==> src/rtl/pwm_capture.sv <==
`timescale 1ns/1ps
`default_nettype none
// ==== pwm_capture : measures period and active time of a PWM pin in ticks  (rev 1.0) ====
// 1 tick = WAVE_WEIGHT clk; reports via valid strobe, flags constant-level inputs as stuck.
module pwm_capture #(
    parameter int WAVE_WEIGHT    = 10,
    parameter int WAVE_LEN_WIDTH = 8
) (
    input  logic                      clk,
    input  logic                      reset,
    input  logic                      enable,
    input  logic                      active_high,
    input  logic                      pwm_in,
    output logic [WAVE_LEN_WIDTH-1:0] wave_length_out,
    output logic [WAVE_LEN_WIDTH-1:0] pulse_width_out,
    output logic                      active_high_out,
    output logic                      valid,
    output logic                      stuck,
    output logic                      stuck_active
);
    localparam int W  = WAVE_LEN_WIDTH;
    localparam int PW = $clog2(WAVE_WEIGHT);
    localparam logic [W-1:0]  CNT_MAX  = {W{1'b1}};
    localparam logic [PW-1:0] PRE_LAST = PW'(WAVE_WEIGHT - 1);
    localparam logic [PW-1:0] PRE_HALF = PW'(WAVE_WEIGHT / 2);

    typedef enum logic [1:0] {
        IDLE     = 2'd0,
        SYNC     = 2'd1,
        ACTIVE   = 2'd2,
        INACTIVE = 2'd3
    } state_t;

    state_t        state, state_nxt;
    logic          sync1, sync2, sync_prev;
    logic [PW-1:0] pre, pre_nxt;
    logic [W-1:0]  per_cnt, per_nxt, act_cnt, act_nxt;
    logic [W-1:0]  wave_nxt, pulse_nxt;
    logic          ah_nxt, valid_nxt, stuck_nxt, stuck_active_nxt;
    logic          lvl, lvl_prev, rise, fall, tick, half, do_timeout;
    logic [W-1:0]  per_tick, act_tick, per_rnd, act_rnd;

    function automatic logic [W-1:0] sat_inc(input logic [W-1:0] v, input logic en);
        return (en && (v != CNT_MAX)) ? v + W'(1) : v;
    endfunction

    always_ff @(posedge clk or negedge reset) begin
        if (!reset) begin
            sync1     <= 1'b0;
            sync2     <= 1'b0;
            sync_prev <= 1'b0;
        end else begin
            sync1     <= pwm_in;
            sync2     <= sync1;
            sync_prev <= sync2;
        end
    end

    // Both levels use the latched polarity, so a polarity change never fakes an edge.
    assign lvl      = (sync2 == active_high_out);
    assign lvl_prev = (sync_prev == active_high_out);
    assign rise     = lvl & ~lvl_prev;
    assign fall     = ~lvl & lvl_prev;
    assign tick     = (pre == PRE_LAST) && !(rise || fall);
    assign half     = (pre >= PRE_HALF);
    assign per_tick = sat_inc(per_cnt, tick);
    assign act_tick = sat_inc(act_cnt, tick);
    assign per_rnd  = sat_inc(per_cnt, half);
    assign act_rnd  = sat_inc(act_cnt, half);

    always_comb begin
        state_nxt        = state;
        pre_nxt          = (tick || rise || fall) ? '0 : pre + PW'(1);
        per_nxt          = per_tick;
        act_nxt          = act_cnt;
        wave_nxt         = wave_length_out;
        pulse_nxt        = pulse_width_out;
        ah_nxt           = active_high_out;
        valid_nxt        = 1'b0;
        stuck_nxt        = stuck;
        stuck_active_nxt = stuck_active;
        do_timeout       = 1'b0;

        if (state != IDLE && !enable) begin
            state_nxt = IDLE;
        end else begin
            case (state)
                IDLE: begin
                    pre_nxt = '0;
                    per_nxt = per_cnt;
                    if (enable) begin
                        ah_nxt    = active_high;
                        per_nxt   = '0;
                        act_nxt   = '0;
                        state_nxt = SYNC;
                    end
                end
                SYNC: begin
                    if (rise) begin
                        per_nxt   = '0;
                        act_nxt   = '0;
                        state_nxt = ACTIVE;
                    end else if (fall) begin
                        per_nxt = per_rnd;
                    end else if (per_cnt == CNT_MAX) begin
                        do_timeout = 1'b1;
                    end
                end
                ACTIVE: begin
                    act_nxt = act_tick;
                    if (fall) begin
                        act_nxt   = act_rnd;
                        per_nxt   = per_rnd;
                        state_nxt = INACTIVE;
                    end else if (per_cnt == CNT_MAX) begin
                        do_timeout = 1'b1;
                    end
                end
                INACTIVE: begin
                    if (rise) begin
                        wave_nxt  = per_rnd;
                        pulse_nxt = act_cnt;
                        valid_nxt = 1'b1;
                        stuck_nxt = 1'b0;
                        per_nxt   = '0;
                        act_nxt   = '0;
                        state_nxt = ACTIVE;
                    end else if (per_cnt == CNT_MAX) begin
                        do_timeout = 1'b1;
                    end
                end
                default: state_nxt = IDLE;
            endcase
        end

        // Only the first timeout of a stuck episode is announced with valid.
        if (do_timeout) begin
            wave_nxt         = '0;
            pulse_nxt        = '0;
            valid_nxt        = ~stuck;
            stuck_nxt        = 1'b1;
            stuck_active_nxt = lvl;
            pre_nxt          = '0;
            per_nxt          = '0;
            act_nxt          = '0;
            state_nxt        = SYNC;
        end
    end

    always_ff @(posedge clk or negedge reset) begin
        if (!reset) begin
            state <= IDLE;
        end else begin
            state <= state_nxt;
        end
    end

    always_ff @(posedge clk or negedge reset) begin
        if (!reset) begin
            pre             <= '0;
            per_cnt         <= '0;
            act_cnt         <= '0;
            wave_length_out <= '0;
            pulse_width_out <= '0;
            active_high_out <= 1'b0;
            valid           <= 1'b0;
            stuck           <= 1'b0;
            stuck_active    <= 1'b0;
        end else begin
            pre             <= pre_nxt;
            per_cnt         <= per_nxt;
            act_cnt         <= act_nxt;
            wave_length_out <= wave_nxt;
            pulse_width_out <= pulse_nxt;
            active_high_out <= ah_nxt;
            valid           <= valid_nxt;
            stuck           <= stuck_nxt;
            stuck_active    <= stuck_active_nxt;
        end
    end
endmodule
`default_nettype wire

==> config.mk <==
export PLATFORM = sky130hd
export DESIGN_NAME = pwm_capture
export DESIGN_NICKNAME = d
export VERILOG_FILES = /design/src/rtl/pwm_capture.sv
export SDC_FILE = /design/constraint.sdc
export NUM_CORES = 1
export LEC_CHECK = 0
export CAP_MARGIN = 5
export CORE_MARGIN = 2
export CORE_UTILIZATION = 57
export DETAILED_ROUTE_END_ITERATION = 7
export GPL_ROUTABILITY_DRIVEN = 0
export PLACE_DENSITY = 0.8
export SYNTH_ARGS = -nofsm -noshare
export SYNTH_HDL_FRONTEND = slang
export SYNTH_SLANG_ARGS = --single-unit
==> constraint.sdc <==
create_clock -name clk -period 2.9 [get_ports clk]
set_input_delay 0.58 -clock clk [delete_from_list [all_inputs] [get_ports clk]]
set_output_delay 0.58 -clock clk [all_outputs]
set_load 0.005 [all_outputs]
* Word-level counts from Yosys, hierarchy flattened *
Cells that the tools add are included.

word-level totals
  flip-flop bits (word level) = 45
  bits of input ports = 5
  logic and storage cells = 108

operators by class
  add/subtract/negate cells = 3
  order comparisons = 1
  eq/ne operators = 17
  mux-type cells = 48
  bitwise gates (word level) = 6
  reductions and logical operators = 20

operators by type and width
  operator             number
  $mux 8               22
  $pmux 8 s4           1
  $pmux 8 s3           1
  $add 8x1->8 const B  2
  $mux 4               4
  $ne 4x4->1 const B   4
  $ne 8x8->1 const B   2
  $mux 1               13
  $mux 2               5
  $reduce_and 3->1     3
  $eq 8x8->1 const B   1
  $logic_and 1x1->1    6
  $pmux 2 s3           1
  $reduce_bool 2->1    3
  $reduce_and 5->1     1
  $add 4x1->4 const B  1
  $eq 2x2->1 const B   2
  $eq 4x4->1 const B   1
  $ge 4x3->1 const B   1
  $ne 4x1->1 const B   1
  $not 1->1            4
  $logic_or 1x1->1     3
  $ne 3x1->1 const B   1
  $ne 3x3->1 const B   1
  other kinds (8)      11

* Logic depth before layout (Yosys ltp) *
  depth after elaboration = 13
  mapped depth = 9
  mapped depth without buffers = 8

* Least setup slack after synthesis *
No wires, ideal clock.

  path kind = register -> register
  from = register active_high_out
  to = register act_cnt[6]
  library setup time = 0.124 ns
  data arrival time = 2.198 ns
  path slack = 0.578 ns
  cell stages (with the launch flop) = 10
  buffers on the path = 1
  cell sequence = dfrtp_1 xor2_1 inv_1 ha_1 clkbuf_1 nor2b_1 o31ai_4 nand2_1 or4_1 mux2i_1

between the ends
  cells in the longest elaborated chain, start to end = 9

ends and longest elaborated chain
  element                                             line     text
  from (decl)                                         16       output logic active_high_out,
  from (signal assigned)                              175      active_high_out <= ah_nxt;
  $eq 1x1->1 (on tied branches)                       60, 61
  $not 1->1 (on tied branches)                        63, 62
  $and 1x1->1 (on tied branches)                      63, 62
  $mux 1 or $logic_or 1x1->1 (tied branches)          103, 64
  $mux 1 or $logic_not 1->1 (tied branches)           99, 64
  $pmux 1 s3 or $logic_and 1x1->1 (tied branches)     87, 64
  $mux 1 or $logic_and 1x1->1 (tied branches)         84, 44
  $ne 4x4->1 (no line), or another cell as far along  n/a
  $reduce_and 5->1 (no line)                          n/a
  to (signal assigned)                                172      act_cnt <= act_nxt;
  to (decl)                                           37       logic [W-1:0] per_cnt, per_nxt, act_cnt, act_nxt;

Parallel ways exist; a longest one is shown, timed or not. The select of a mux whose other input is x is not followed.
A chain may end at the register's enable or synchronous reset.

* Final worst setup path *
Ends and elaborated chain as after synthesis.

==> results.py <==
metrics = {
    "drt": {
        "drtIter0Drc": 178,
        "antenna_left": 0,
        "drt-total-wl_um": 5410,
        "wl_per_cell_um": 16.0,
        "first_pass_iters": 4,
        "avgViaCountPerCell": 6.15,
        "drc": 0,
        "via_count": 2086,
    },
    "layout": {
        "final_nets": 298,
        "drive_gt1_frac": 0.0767,
        "n_fill_cell": 356,
        "final_cell_area_sq_mm": 0.00293,
        "final_core_util": 0.683,
        "multi_input_area_sq_mm": 0.00130,
        "n_antenna_cell": 0,
        "seqCellArea_sq_mm": 0.00113,
        "syn_to_final_growth_pct": 17.3,
    },
    "logic_synthesis": {
        "ys.flop_type": "dfrtp_1",
        "syn_inst": 260,
        "yosys-top-cells-count": "45 x dfrtp_1, 30 x nand2_1, 21 x o21ai_0",
        "synth-async-reset-ratio": 1.00,
        "syn_avg_cell_area_sq_um": 9.61,
        "synth_top_area_frac": 0.451,
        "syn_area_sq_mm": 0.00250,
        "synth_warnings": 0,
        "synth.distinct_cells": 57,
        "ys_ff_latch": 45,
        "yosysTopAreaCell": "dfrtp_1",
        "synth_area_leaders": "dfrtp_1 45%, nand2_1 4.5%, o21ai_0 4.2%",
        "synth.net_count": 272,
        "yosysMostFrequentCell": "dfrtp_1",
        "ys_seq_area_frac": 0.451,
        "synth_edf_count": 0,
    },
    "clocking": {
        "clock_latency_ns": 0.30,
        "cts_buffer_depth": 2,
        "hold_buffers": 0,
        "clk_pin_slew_ns": 0.09,
        "htreeDepth": 2,
        "clock_sinks": 45,
        "cts_setup_buffers": 0,
        "numCtsBuffers": 5,
        "root_buffer": "clkbuf_8",
        "ctsResizeCount": 0,
        "cts_tree": "done",
    },
    "global_route": {
        "grt_pass1_vias": 1860,
        "grt_usage": 0.227,
        "grt_pass1_wl_um": 8950,
        "grt_antenna_before_repair": 0,
        "overflow": 0,
        "grt_max_degree": 46,
    },
    "setup_path": {
        "setup.worst_path.start": "active_high_out$_DFFE_PN0P_",
        "worstPathMaxFanout": 11,
        "crit_cells": 8,
        "path_cells": "xor2_1, inv_1, ha_1, nor2b_1, o31ai_4, nand2_1, or4_1, mux2i_1",
        "critPathKind": "flop to flop",
        "crit_slowest_cell": "or4_1",
        "endpoint": "act_cnt[6]$_DFFE_PN0P_",
        "regToRegSetupSlack_ns": 0.44,
        "crit_path_max_incr_delay_ns": 0.57,
        "critPathRequiredTime_ns": 3.09,
        "path_buf_inv": 1,
        "critical-path-top-delay-family": "simple AND/OR/NAND/NOR gates",
        "cp.arrival_ns": 2.66,
        "r2r_cells": 8,
        "cp-end-kind": "flop",
        "crit_path_start_kind": "flop",
        "rr_endpoint": "act_cnt[6]$_DFFE_PN0P_",
        "r2r_start": "active_high_out$_DFFE_PN0P_",
    },
    "placement": {
        "dp_hpwl_um": 3870,
        "io_buffers": 24,
        "dp_slack_ns": 0.185,
        "place_area_sq_mm": 0.00279,
    },
    "sta": {
        "slew_violations": 0,
        "post-route-period-util": 0.850,
        "finalHoldViolCount": 0,
        "finalSetupViolations": 0,
        "fin_crit_ns": 2.46,
        "tightest_slew_ns": 0.964,
        "rsz0062_at_grt": "no",
        "fmax_mhz": 406,
        "skew_ns": 0.00741,
        "setup_tns_ns": 0,
        "relSlewSlack": 0.357,
        "worst_slack_ns": 0.435,
    },
    "floorplanning": {
        "start_util": 0.582,
        "die_h_um": 70.2,
        "num_io_pins": 25,
        "die_area_sq_mm": 0.00493,
        "fp-row-count": 24,
        "core-area_sq_mm": 0.00429,
        "fp.dieW_um": 70.2,
    },
    "power_and_ir_drop": {
        "power.density_mw_per_mm2": 559,
        "vdd_drop_max_mv": 0.490,
        "power.leakage_nw": 1.29,
    },
    "flow_run": {
        "drv_cap": 0,
    },
    "min_path": {
        "min_path_type": "flop to flop",
    },
    "outcome": {
        "status": "completed",
    },
}
## worst min path at each step
stage,from,end,cells past startpoint
3_3_place_gp,sync1$_DFF_PN0_,sync2$_DFF_PN0_,0
6_report,sync1$_DFF_PN0_,sync2$_DFF_PN0_,0
2_1_floorplan,reset,act_cnt[0]$_DFFE_PN0P_,0
5_1_grt,sync1$_DFF_PN0_,sync2$_DFF_PN0_,0
3_5_place_dp,sync1$_DFF_PN0_,sync2$_DFF_PN0_,0
4_1_cts,sync1$_DFF_PN0_,sync2$_DFF_PN0_,0
## cells in the final DEF (no fill, tap or decap), types with 5 or more instances in the layout
master / netlist / routed
ha_1: 7 / 7
nand2_1: 30 / 30
inv_1: 11 / 11
a21oi_1: 6 / 6
nor2_1: 14 / 14
nand3_1: 19 / 19
o21ai_0: 21 / 21
nor3_1: 8 / 8
a22o_1: 7 / 7
clkbuf_8: 0 / 5
clkdlybuf4s50_1: 0 / 23
xor2_1: 6 / 6
dfrtp_1: 45 / 45
nand2b_1: 5 / 5
## per-layer routing
layer | GRT usage | vias up | wire length (um)
li1 | - | 1007 | -
met1 | 0.325 | 1020 | 2620
met2 | 0.357 | 55 | 2520
met3 | 0.0433 | 4 | 229
met4 | 0.0598 | 0 | 44
met5 | 0 | - | 0
## cell families after synthesis
| logic type | share of synthesized area |
|---|---|
| AOI/OAI and AO/OA | 0.208 |
| xor gates and xnor gates | 0.0351 |
| adders and majority gates | 0.0351 |
| buffers and inverters | 0.0305 |
| DFF | 0.451 |
| muxes | 0.0165 |
| and+or+nand+nor | 0.224 |
## report_power, final
group	leakage (nW)	switching (mW)	total, mW	internal (mW)
registers	0.616	0.0420	0.700	0.658
clock network	0.0687	0.218	0.565	0.347
logic	0.607	0.228	0.375	0.147
## final cells by class
type | instances | area share
Clock inverter | 3 | 0.0235
Sequential cell | 45 | 0.384
Multi-Input combinational cell | 195 | 0.442
Tap cell | 52 | 0.0222
Timing Repair Buffer | 28 | 0.0905
Clock buffer | 5 | 0.0235
Inverter | 11 | 0.0141
## registers in the layout, indices dropped and copies added (netlist names)
signal           count
sync2                1
sync1                1
pulse_width_out      8
per_cnt              8
pre                  4
stuck_active         1
valid                1
state                2
stuck                1
sync_prev            1
act_cnt              8
wave_length_out      8
active_high_out      1
## metrics by stage
| step | instances | hold slack [ns] | total power, mW |
|---|---|---|---|
| detailed placement | 331 | 0.336 | 1.08 |
| CTS | 339 | 0.369 | 1.65 |
| global route | 339 | 0.372 | 1.72 |
| global placement | 331 | 0.344 | 1.07 |
| finish | 339 | 0.368 | 1.64 |
| floorplan | 260 | 0.284 | 0.979 |
(Power assumes the default switching activity.)
